===== src/rtl/seq_det_pkg.sv =====
// Shared types and constants for the 1011-detector sequencing controller.
`timescale 1ns/1ps
package seq_det_pkg;

    localparam int WORD_W    = 8;
    localparam int DRAIN_CYC = 2;
    localparam int CNT_W     = 4;
    localparam int IDX_W     = $clog2(WORD_W);
    localparam int DRN_W     = (DRAIN_CYC > 1) ? $clog2(DRAIN_CYC) : 1;

    // One-hot controller states
    typedef enum logic [4:0] {
        ST_IDLE  = 5'b00001,
        ST_CLR   = 5'b00010,
        ST_SHIFT = 5'b00100,
        ST_DRAIN = 5'b01000,
        ST_RESP  = 5'b10000
    } state_e;

    // Increment that sticks at all-ones instead of wrapping
    function automatic logic [CNT_W-1:0] sat_inc(input logic [CNT_W-1:0] v);
        return (v == '1) ? v : v + 1'b1;
    endfunction

endpackage


===== src/rtl/seq_det_shifter.sv =====
// Holds the accepted word and serialises it one bit per advance, in either order.
`timescale 1ns/1ps
module seq_det_shifter
    import seq_det_pkg::*;
(
    input  logic              clk,
    input  logic              reset_n,
    input  logic              load,
    input  logic [WORD_W-1:0] word_in,
    input  logic              lsb_first_in,
    input  logic              advance,
    output logic              ser_out,
    output logic              last
);

    logic [WORD_W-1:0] word_q, word_d;
    logic              lsb_q, lsb_d;
    logic [IDX_W-1:0]  idx_q, idx_d;

    // Load restarts the bit index; advance steps it (wrapping after the last bit)
    always_comb begin
        word_d = word_q;
        lsb_d  = lsb_q;
        idx_d  = idx_q;
        if (load) begin
            word_d = word_in;
            lsb_d  = lsb_first_in;
            idx_d  = '0;
        end else if (advance) begin
            idx_d = idx_q + 1'b1;
        end
    end

    // Word, order and index registers
    always_ff @(posedge clk or negedge reset_n) begin
        if (!reset_n) begin
            word_q <= '0;
            lsb_q  <= 1'b0;
            idx_q  <= '0;
        end else begin
            word_q <= word_d;
            lsb_q  <= lsb_d;
            idx_q  <= idx_d;
        end
    end

    // Bit k of the scan: word[k] when LSB first, word[W-1-k] when MSB first
    always_comb begin
        ser_out = lsb_q ? word_q[idx_q] : word_q[IDX_W'(WORD_W-1) - idx_q];
        last    = (idx_q == IDX_W'(WORD_W-1));
    end

endmodule


===== src/rtl/seq_detect_ctrl.sv =====
// Feeds one word at a time through an external Moore 1011 detector and counts its
// detect pulses, returning the count over a valid/ready handshake.
`timescale 1ns/1ps
module seq_detect_ctrl
    import seq_det_pkg::*;
(
    input  logic              clk,
    input  logic              reset_n,
    input  logic              in_valid,
    output logic              in_ready,
    input  logic [WORD_W-1:0] in_word,
    input  logic              in_lsb_first,
    output logic              det_clr,
    output logic              det_seq,
    input  logic              det_detect,
    output logic              out_valid,
    input  logic              out_ready,
    output logic [CNT_W-1:0]  out_count,
    output logic              busy
);

    state_e           state_q, state_d;
    logic [CNT_W-1:0] cnt_q, cnt_d;
    logic             ov_q, ov_d;
    logic [DRN_W-1:0] drn_q, drn_d;
    logic             sh_load, sh_adv, sh_bit, sh_last;

    seq_det_shifter u_shifter (
        .clk          (clk),
        .reset_n      (reset_n),
        .load         (sh_load),
        .word_in      (in_word),
        .lsb_first_in (in_lsb_first),
        .advance      (sh_adv),
        .ser_out      (sh_bit),
        .last         (sh_last)
    );

    // Next-state, counter and result-valid logic; detect only counts in SHIFT/DRAIN
    always_comb begin
        state_d = state_q;
        cnt_d   = cnt_q;
        ov_d    = ov_q;
        drn_d   = drn_q;
        sh_load = 1'b0;
        sh_adv  = 1'b0;
        unique case (state_q)
            ST_IDLE: begin
                if (in_valid) begin
                    state_d = ST_CLR;
                    cnt_d   = '0;
                    sh_load = 1'b1;
                end
            end
            ST_CLR: begin
                state_d = ST_SHIFT;
            end
            ST_SHIFT: begin
                sh_adv = 1'b1;
                if (det_detect) cnt_d = sat_inc(cnt_q);
                if (sh_last) begin
                    state_d = ST_DRAIN;
                    drn_d   = DRN_W'(DRAIN_CYC - 1);
                end
            end
            ST_DRAIN: begin
                if (det_detect) cnt_d = sat_inc(cnt_q);
                if (drn_q == '0) begin
                    state_d = ST_RESP;
                    ov_d    = 1'b1;
                end else begin
                    drn_d = drn_q - 1'b1;
                end
            end
            ST_RESP: begin
                if (out_ready) begin
                    state_d = ST_IDLE;
                    ov_d    = 1'b0;
                end
            end
            default: begin
                state_d = ST_IDLE;
                ov_d    = 1'b0;
            end
        endcase
    end

    // Controller state and registered outputs
    always_ff @(posedge clk or negedge reset_n) begin
        if (!reset_n) begin
            state_q <= ST_IDLE;
            cnt_q   <= '0;
            ov_q    <= 1'b0;
            drn_q   <= '0;
        end else begin
            state_q <= state_d;
            cnt_q   <= cnt_d;
            ov_q    <= ov_d;
            drn_q   <= drn_d;
        end
    end

    // Output decode from flops only; reset also clears the detector
    always_comb begin
        in_ready  = (state_q == ST_IDLE);
        busy      = (state_q != ST_IDLE);
        det_clr   = !reset_n || (state_q == ST_CLR);
        det_seq   = (state_q == ST_SHIFT) && sh_bit;
        out_valid = ov_q;
        out_count = cnt_q;
    end

    a_onehot:   assert property (@(posedge clk) disable iff (!reset_n) $onehot(state_q));
    a_rdy_idle: assert property (@(posedge clk) disable iff (!reset_n) in_ready |-> state_q == ST_IDLE);
    a_ov_hold:  assert property (@(posedge clk) disable iff (!reset_n)
                                 out_valid && !out_ready |=> out_valid && $stable(out_count));
    a_busy:     assert property (@(posedge clk) disable iff (!reset_n) busy == (state_q != ST_IDLE));

endmodule


===== config.mk =====
export PLATFORM = sky130hd
export DESIGN_NAME = seq_detect_ctrl
export DESIGN_NICKNAME = d
export VERILOG_FILES = /design/src/rtl/seq_det_pkg.sv /design/src/rtl/seq_det_shifter.sv /design/src/rtl/seq_detect_ctrl.sv
export SDC_FILE = /design/constraint.sdc
export NUM_CORES = 1
export LEC_CHECK = 0
export ABC_AREA = 1
export CAP_MARGIN = 30
export CORE_MARGIN = 1
export CORE_UTILIZATION = 40
export DETAILED_ROUTE_END_ITERATION = 8
export SETUP_SLACK_MARGIN = 0.05
export SYNTH_ARGS = -nofsm -noshare
export SYNTH_HDL_FRONTEND = slang
export SYNTH_HIERARCHICAL = 1
export SYNTH_SLANG_ARGS = --single-unit

===== constraint.sdc =====
create_clock -name clk -period 4.5 [get_ports clk]
set_clock_uncertainty 0.1 [all_clocks]
set_input_delay 0.9 -clock clk [delete_from_list [all_inputs] [get_ports clk]]
set_output_delay 0.9 -clock clk [all_outputs]
set_load 0.03 [all_outputs]

==> flow_summary_export.csv, run 1 <==
group,metric,value,unit
run_status,outcome,"finished clean",
clocking,path_clk_slew,110,ps
drt,wirelength,2630,microns
floorplanning,dieArea,3560,sq um
setup_path,worst-endpoint-required,3500,ps
drt,drtIter0Drc,59,
synthesis,synth.most_common_cell,"nand2_1",
setup_path,regToRegStartpoint,"state_q[0]",
setup_path,r2r-end,"u_shifter/idx_q[1]",
setup_path,cp_data_arrival_time,2320,ps
hold_path,hp-start,"out_valid",
synthesis,synthTopCellsByArea,"dfrtp_1 41%, nand2_1 14%, nand3_1 8.3%, o21ai_1 4.5%, inv_1 4.2%",
placed_design,io_buffers,22,
timing,tightest_slew,423,ps
floorplanning,rows,20,
hold_path,min_to,"out_valid",
floorplanning,pin_count,23,
hold_path,hp-class,"reg -> reg",
global_route,grt_pass1_wl,4460,microns
clocking,ctsHoldBuffers,0,
drt,vias_per_cell,4.86,
floorplanning,coreArea,3100,sq um
setup_path,worst-path-max-fanout,24,
timing,rsz0062_at_grt,"no",
timing,clock.fmax,0.301,GHz
clocking,insertion_delay,300,ps
synthesis,ys.flop_type,"dfrtp_1",
global_route,overflow,0,
clocking,cts_setup_buffers,0,
timing,setup_tns,0,ps
final_layout,diodes,0,
synthesis,synth_warnings,6,
clocking,clockRootBuffer,"clkbuf_4",
clocking,cts_tree,"built",
synthesis,syn-mean-instance-area,7.83,sq um
timing,whs,388,ps
setup_path,r2r_cells,7,
synthesis,synth_top_cell_by_area,"dfrtp_1",
timing,setup_viol,0,
synthesis,synth_common_cells,"48 x nand2_1, 22 x dfrtp_1, 22 x nand3_1",
synthesis,syn_inst,170,
setup_path,endpoint_kind,"output port",
floorplanning,start_util,0.429,
global_route,grt_pass1_vias,1078,
drt,wire_per_inst,11.0,microns
synthesis,synth_cell_types,24,
global_route,grt_max_degree,25,
setup_path,rrSetupSlack,2860,ps
synthesis,synth_edf_count,0,
final_layout,area_growth,22.0,%
synthesis,syn_area,1330,sq um
hold_path,worst_hold_path.num_cells,2,
timing,slew_headroom,0.718,
run,cap_violations,0,
pwr,power_density,541,nW/um^2
clocking,cts-buffers-inserted,3,
synthesis,synth_top_area_frac,0.414,
drt,drc,0,
drt,drt-pass1-iter-count,4,
setup_path,crit_type,"in -> out",
floorplanning,die_w,59.7,microns
clocking,cts_buffer_depth,2,
synthesis,syn-num-nets,187,
placed_design,hpwl,2040,microns
global_route,antenna_found_initial,0,
timing,finalCriticalPeriod,3320,ps
timing,hold_viol,0,
synthesis,ys_seq_area_frac,0.433,
clocking,cts_num_sinks,23,
drt,vias,1161,
drt,drtAntennaViolNets,0,
timing,drv_slew,0,
setup_path,cp-start-kind,"input port",
final_layout,final_layout_size_suffix_gt1_frac,0.144,
synthesis,async_reset_ff_frac,1.00,
synthesis,ys_ff_latch,23,
final_layout,num-nets-final,213,
timing,post-route-period-util,0.738,
placed_design,gp_congestion,0.907,
pwr,p_leak,0.805,nW
clocking,cts-resized-gates,0,
global_route,grt_use_total,0.168,
floorplanning,die_h,59.7,microns
clocking,htreeDepth,1,
pwr,ir_drop,228,uV
state kept, by name, summed over array words and instances (netlist names):
name	cells
drn_q	1
u_shifter/word_q	8
state_q	5
u_shifter/lsb_q	1
out_count	4
u_shifter/idx_q	3
out_valid	1
cell type report:
class,count,area (sq um)
Sequential cell,23,577
Timing Repair Buffer,24,235
Fill cell,330,1480
Multi-Input combinational cell,120,636
Inverter,24,95.1
Tap cell,44,55.1
Clock buffer,4,26.3
cell usage in the layout (no fill, tap or decap), types with 2 or more instances in the layout:
cell type        netlist  routed
nor2_4                 3       3
buf_4                  1       2
nand3_4                2       2
nand2_2                4       4
inv_1                 15      15
a21oi_1                4       4
nand2_1               48      48
nand3_2                3       3
o21ai_1               12      12
clkdlybuf4s50_1        0      22
clkbuf_4               0       3
nand3_1               22      22
dfrtp_1               22      22
nor2_1                 7       7
ha_1                   3       3
inv_2                  8       8
nand4_1                7       7
cell families (layout without fill, tap and decap cells):
| logic type | count (synthesis) | count (layout) | share of synthesized area |
|---|---|---|---|
| adder cells (fa/ha/maj) | 3 | 3 | 0.0282 |
| AO/OA/AOI/OAI | 18 | 18 | 0.0695 |
| buffers and inverters | 27 | 52 | 0.0893 |
| AND/OR/NAND/NOR | 98 | 98 | 0.373 |
| flip-flops | 23 | 23 | 0.433 |
| XOR/XNOR | 1 | 1 | 0.00658 |
power breakdown:
part / switching [mW] / leakage (nW) / total (mW) / internal, mW
combinational: 0.290 / 0.489 / 0.462 / 0.172
clock: 0.0563 / 0.0150 / 0.0908 / 0.0345
sequential: 0.0552 / 0.301 / 0.325 / 0.270
how the worst max path moves through the flow:
stage / cells after the start / endpoint / slack (ps) / start
floorplan: 8 / det_seq / 2220 / u_shifter/idx_q[0]
global placement: 4 / det_clr / 1160 / reset_n
detailed placement: 4 / det_clr / 1150 / reset_n
CTS: 4 / det_clr / 1150 / reset_n
global route: 4 / det_clr / 1080 / reset_n
finish: 4 / det_clr / 1180 / reset_n
worst max-delay path: stages:
cell,delay [ps]
clkdlybuf4s50_1,450
buf_4,290
nand2_1,90
clkdlybuf4s50_1,590
layer usage:
layer	up-vias	GRT usage	wire, microns
met1	528	0.195	1180
met3	6	0.0195	73
li1	604	-	-
met2	23	0.297	1320
met5	-	0	0
met4	0	0.0930	53
stage by stage:
stage / power [mW] / instances / area (sq um) / worst slack [ps] / utilization
after floorplan: 0.681 / 170 / 1330 / 2220 / -
after global placement: 0.775 / 235 / 1600 / 1160 / 0.515
after detailed placement: 0.795 / 235 / 1600 / 1150 / 0.515
after CTS: 0.890 / 239 / 1620 / 1150 / 0.523
after global routing: 0.959 / 239 / 1620 / 1080 / 0.523
final: 0.878 / 239 / 1620 / 1180 / 0.523
No activity file was read; power rests on OpenSTA's default activity.
==> run 2: changes to the inputs <==
--- a/config.mk
+++ b/config.mk
@@ -10,6 +10,7 @@
 export CORE_MARGIN = 1
 export CORE_UTILIZATION = 40
 export DETAILED_ROUTE_END_ITERATION = 8
+export PLACE_DENSITY = 0.66
 export SETUP_SLACK_MARGIN = 0.05
 export SYNTH_ARGS = -nofsm -noshare
 export SYNTH_HDL_FRONTEND = slang
==> constraint.sdc (replaced) <==
create_clock -name clk -period 2.9 [get_ports clk]
set_clock_uncertainty 0.1 [all_clocks]
set_input_delay 0.58 -clock clk [delete_from_list [all_inputs] [get_ports clk]]
set_output_delay 0.58 -clock clk [all_outputs]
set_load 0.03 [all_outputs]
==> flow_summary_export.csv, run 2 (synthesized netlist as in run 1, its figures left out) <==
group,metric,value,unit
timing,post-route-period-util,0.890,
setup_path,r2r-end,"u_shifter/word_q[3]",
drt,drtAntennaViolNets,0,
setup_path,slowest_delay,660,ps
setup_path,r2r_cells,7,
global_route,overflow,0,
timing,slew_headroom,0.665,
run_status,outcome,"finished clean",
setup_path,startpoint,"state_q[0]",
setup_path,worst-path-max-fanout,6,
final_layout,multi_input_area,636,sq um
timing,hold_viol,0,
floorplanning,start_util,0.429,
clocking,cts-buffers-inserted,3,
drt,vias,1183,
global_route,antenna_found_initial,0,
placed_design,gp_congestion,0.825,
final_layout,top_register,"u_shifter/word_q",
placed_design,io_buffers,22,
run,cap_violations,0,
setup_path,cp-start-kind,"flip-flop",
clocking,insertion_delay,300,ps
drt,vias_per_cell,4.95,
final_layout,seqCellArea,578,sq um
timing,fin_ws,319,ps
timing,setup_tns,0,ps
timing,clock.fmax,0.387,GHz
clocking,path_clk_slew,120,ps
final_layout,most-common-layout-cells,"48 x nand2_1, 22 x nand3_1, 21 x dfrtp_1",
setup_path,critPathCapture,"in_ready",
timing,finalCriticalPeriod,2580,ps
timing,drv_slew,0,
final_layout,area_growth,22.2,%
placed_design,dp_slack,413,ps
final_layout,fill_cells,302,
clocking,clockRootBuffer,"clkbuf_4",
setup_path,crit_type,"reg -> out",
clocking,htreeDepth,1,
setup_path,crit_slowest_cell,"clkdlybuf4s50_1",
drt,drt-pass1-iter-count,4,
floorplanning,coreArea,3100,sq um
floorplanning,rows,20,
floorplanning,die_w,59.7,microns
clocking,cts_tree,"built",
setup_path,regToRegStartpoint,"state_q[0]",
drt,wirelength,2630,microns
final_layout,final_layout_size_suffix_gt1_frac,0.159,
setup_path,cp_data_arrival_time,1900,ps
drt,drc,0,
pwr,p_leak,0.825,nW
timing,rsz0062_at_grt,"no",
placed_design,hpwl,2050,microns
final_layout,largest_register_ffs,8,
timing,setup_viol,0,
drt,wire_per_inst,11.0,microns
floorplanning,die_h,59.7,microns
clocking,cts_buffer_depth,2,
pwr,power_density,839,nW/um^2
setup_path,crit_top_cell,"inv_2",
hold_path,hp-class,"reg -> reg",
setup_path,path_cells,"inv_2, nor2_2, nand3_4, inv_2, clkdlybuf4s50_1",
final_layout,final_common_cell,"nand2_1",
final_layout,diodes,0,
global_route,grt_use_total,0.164,
clocking,cts_num_sinks,23,
drt,drtIter0Drc,66,
final_layout,num-nets-final,213,
floorplanning,dieArea,3560,sq um
pwr,ir_drop,325,uV
setup_path,rrSetupSlack,1030,ps
floorplanning,pin_count,23,
global_route,grt_max_degree,24,
clocking,ctsHoldBuffers,0,
setup_path,endpoint_kind,"output port",
setup_path,worst-endpoint-required,2220,ps
global_route,grt_pass1_vias,1036,
global_route,grt_pass1_wl,4390,microns
timing,tightest_slew,501,ps
-- run 2: metrics by stage --
stage	std cells	instance area, sq um	util	hold slack (ps)	total power [mW]
4_1_cts	239	1620	0.523	393	1.37
3_5_place_dp	235	1600	0.514	365	1.23
6_report	239	1630	0.524	391	1.36
5_1_grt	239	1630	0.524	417	1.49
2_1_floorplan	170	1330	-	184	1.06
3_3_place_gp	235	1600	0.514	353	1.20
-- run 2: how the worst min path moves through the flow --
| stage | to | cells past startpoint | slack (ps) | start |
|---|---|---|---|---|
| finish | out_valid | 2 | 390 | out_valid |
| global route | out_valid | 2 | 420 | out_valid |
| CTS | out_valid | 2 | 390 | out_valid |
| detailed placement | out_valid | 2 | 360 | out_valid |
| global placement | out_valid | 2 | 350 | out_valid |
| floorplan | drn_q | 0 | 180 | reset_n |
-- run 2: area by class of cell --
| class | instances | area share |
|---|---|---|
| clock buffer | 3 | 0.0138 |
| clock inverter | 1 | 0.00308 |
| inverter | 24 | 0.0585 |
| multi-input combinational | 120 | 0.391 |
| sequential | 23 | 0.355 |
| tap | 44 | 0.0338 |
| timing repair buffer | 24 | 0.145 |
-- run 2: worst max-delay path: cells and delay by family (launching register included) --
family                 cells  cell delay, ps
DFF                        1             580
buffers and inverters      3             780
and+or+nand+nor            2             240
-- run 2: what timing repair did --
item                       4_1_cts  5_1_grt
hold endpoints to repair         0        0
cloned                           0        0
gates resized for setup          1        1
buffers inserted                 0        0
pin swaps                        0        0
setup endpoints to repair        1        1
-- run 2: metal layers --
layer  up-vias  share of wire  GRT usage
met5         -              0          0
met2        50           0.49      0.306
met4         0          0.019     0.0598
met3        12          0.050     0.0216
met1       517           0.44      0.189
li1        604              -          -
-- run 2: report_power, final --
| group | switching, mW | total (mW) | internal, mW |
|---|---|---|---|
| clock | 0.0898 | 0.141 | 0.0514 |
| combinational | 0.458 | 0.724 | 0.266 |
| sequential | 0.0792 | 0.500 | 0.420 |
| total | 0.627 | 1.36 | 0.738 |
==> run 3: changes to the inputs <==
--- a/config.mk
+++ b/config.mk
@@ -12,6 +12,7 @@
 export DETAILED_ROUTE_END_ITERATION = 8
 export PLACE_DENSITY = 0.66
 export SETUP_SLACK_MARGIN = 0.05
+export SLEW_MARGIN = 0
 export SYNTH_ARGS = -nofsm -noshare
 export SYNTH_HDL_FRONTEND = slang
 export SYNTH_HIERARCHICAL = 1
==> results of run 3 <==
Same layout as run 2: the final DEF is identical, and so are final timing and power.
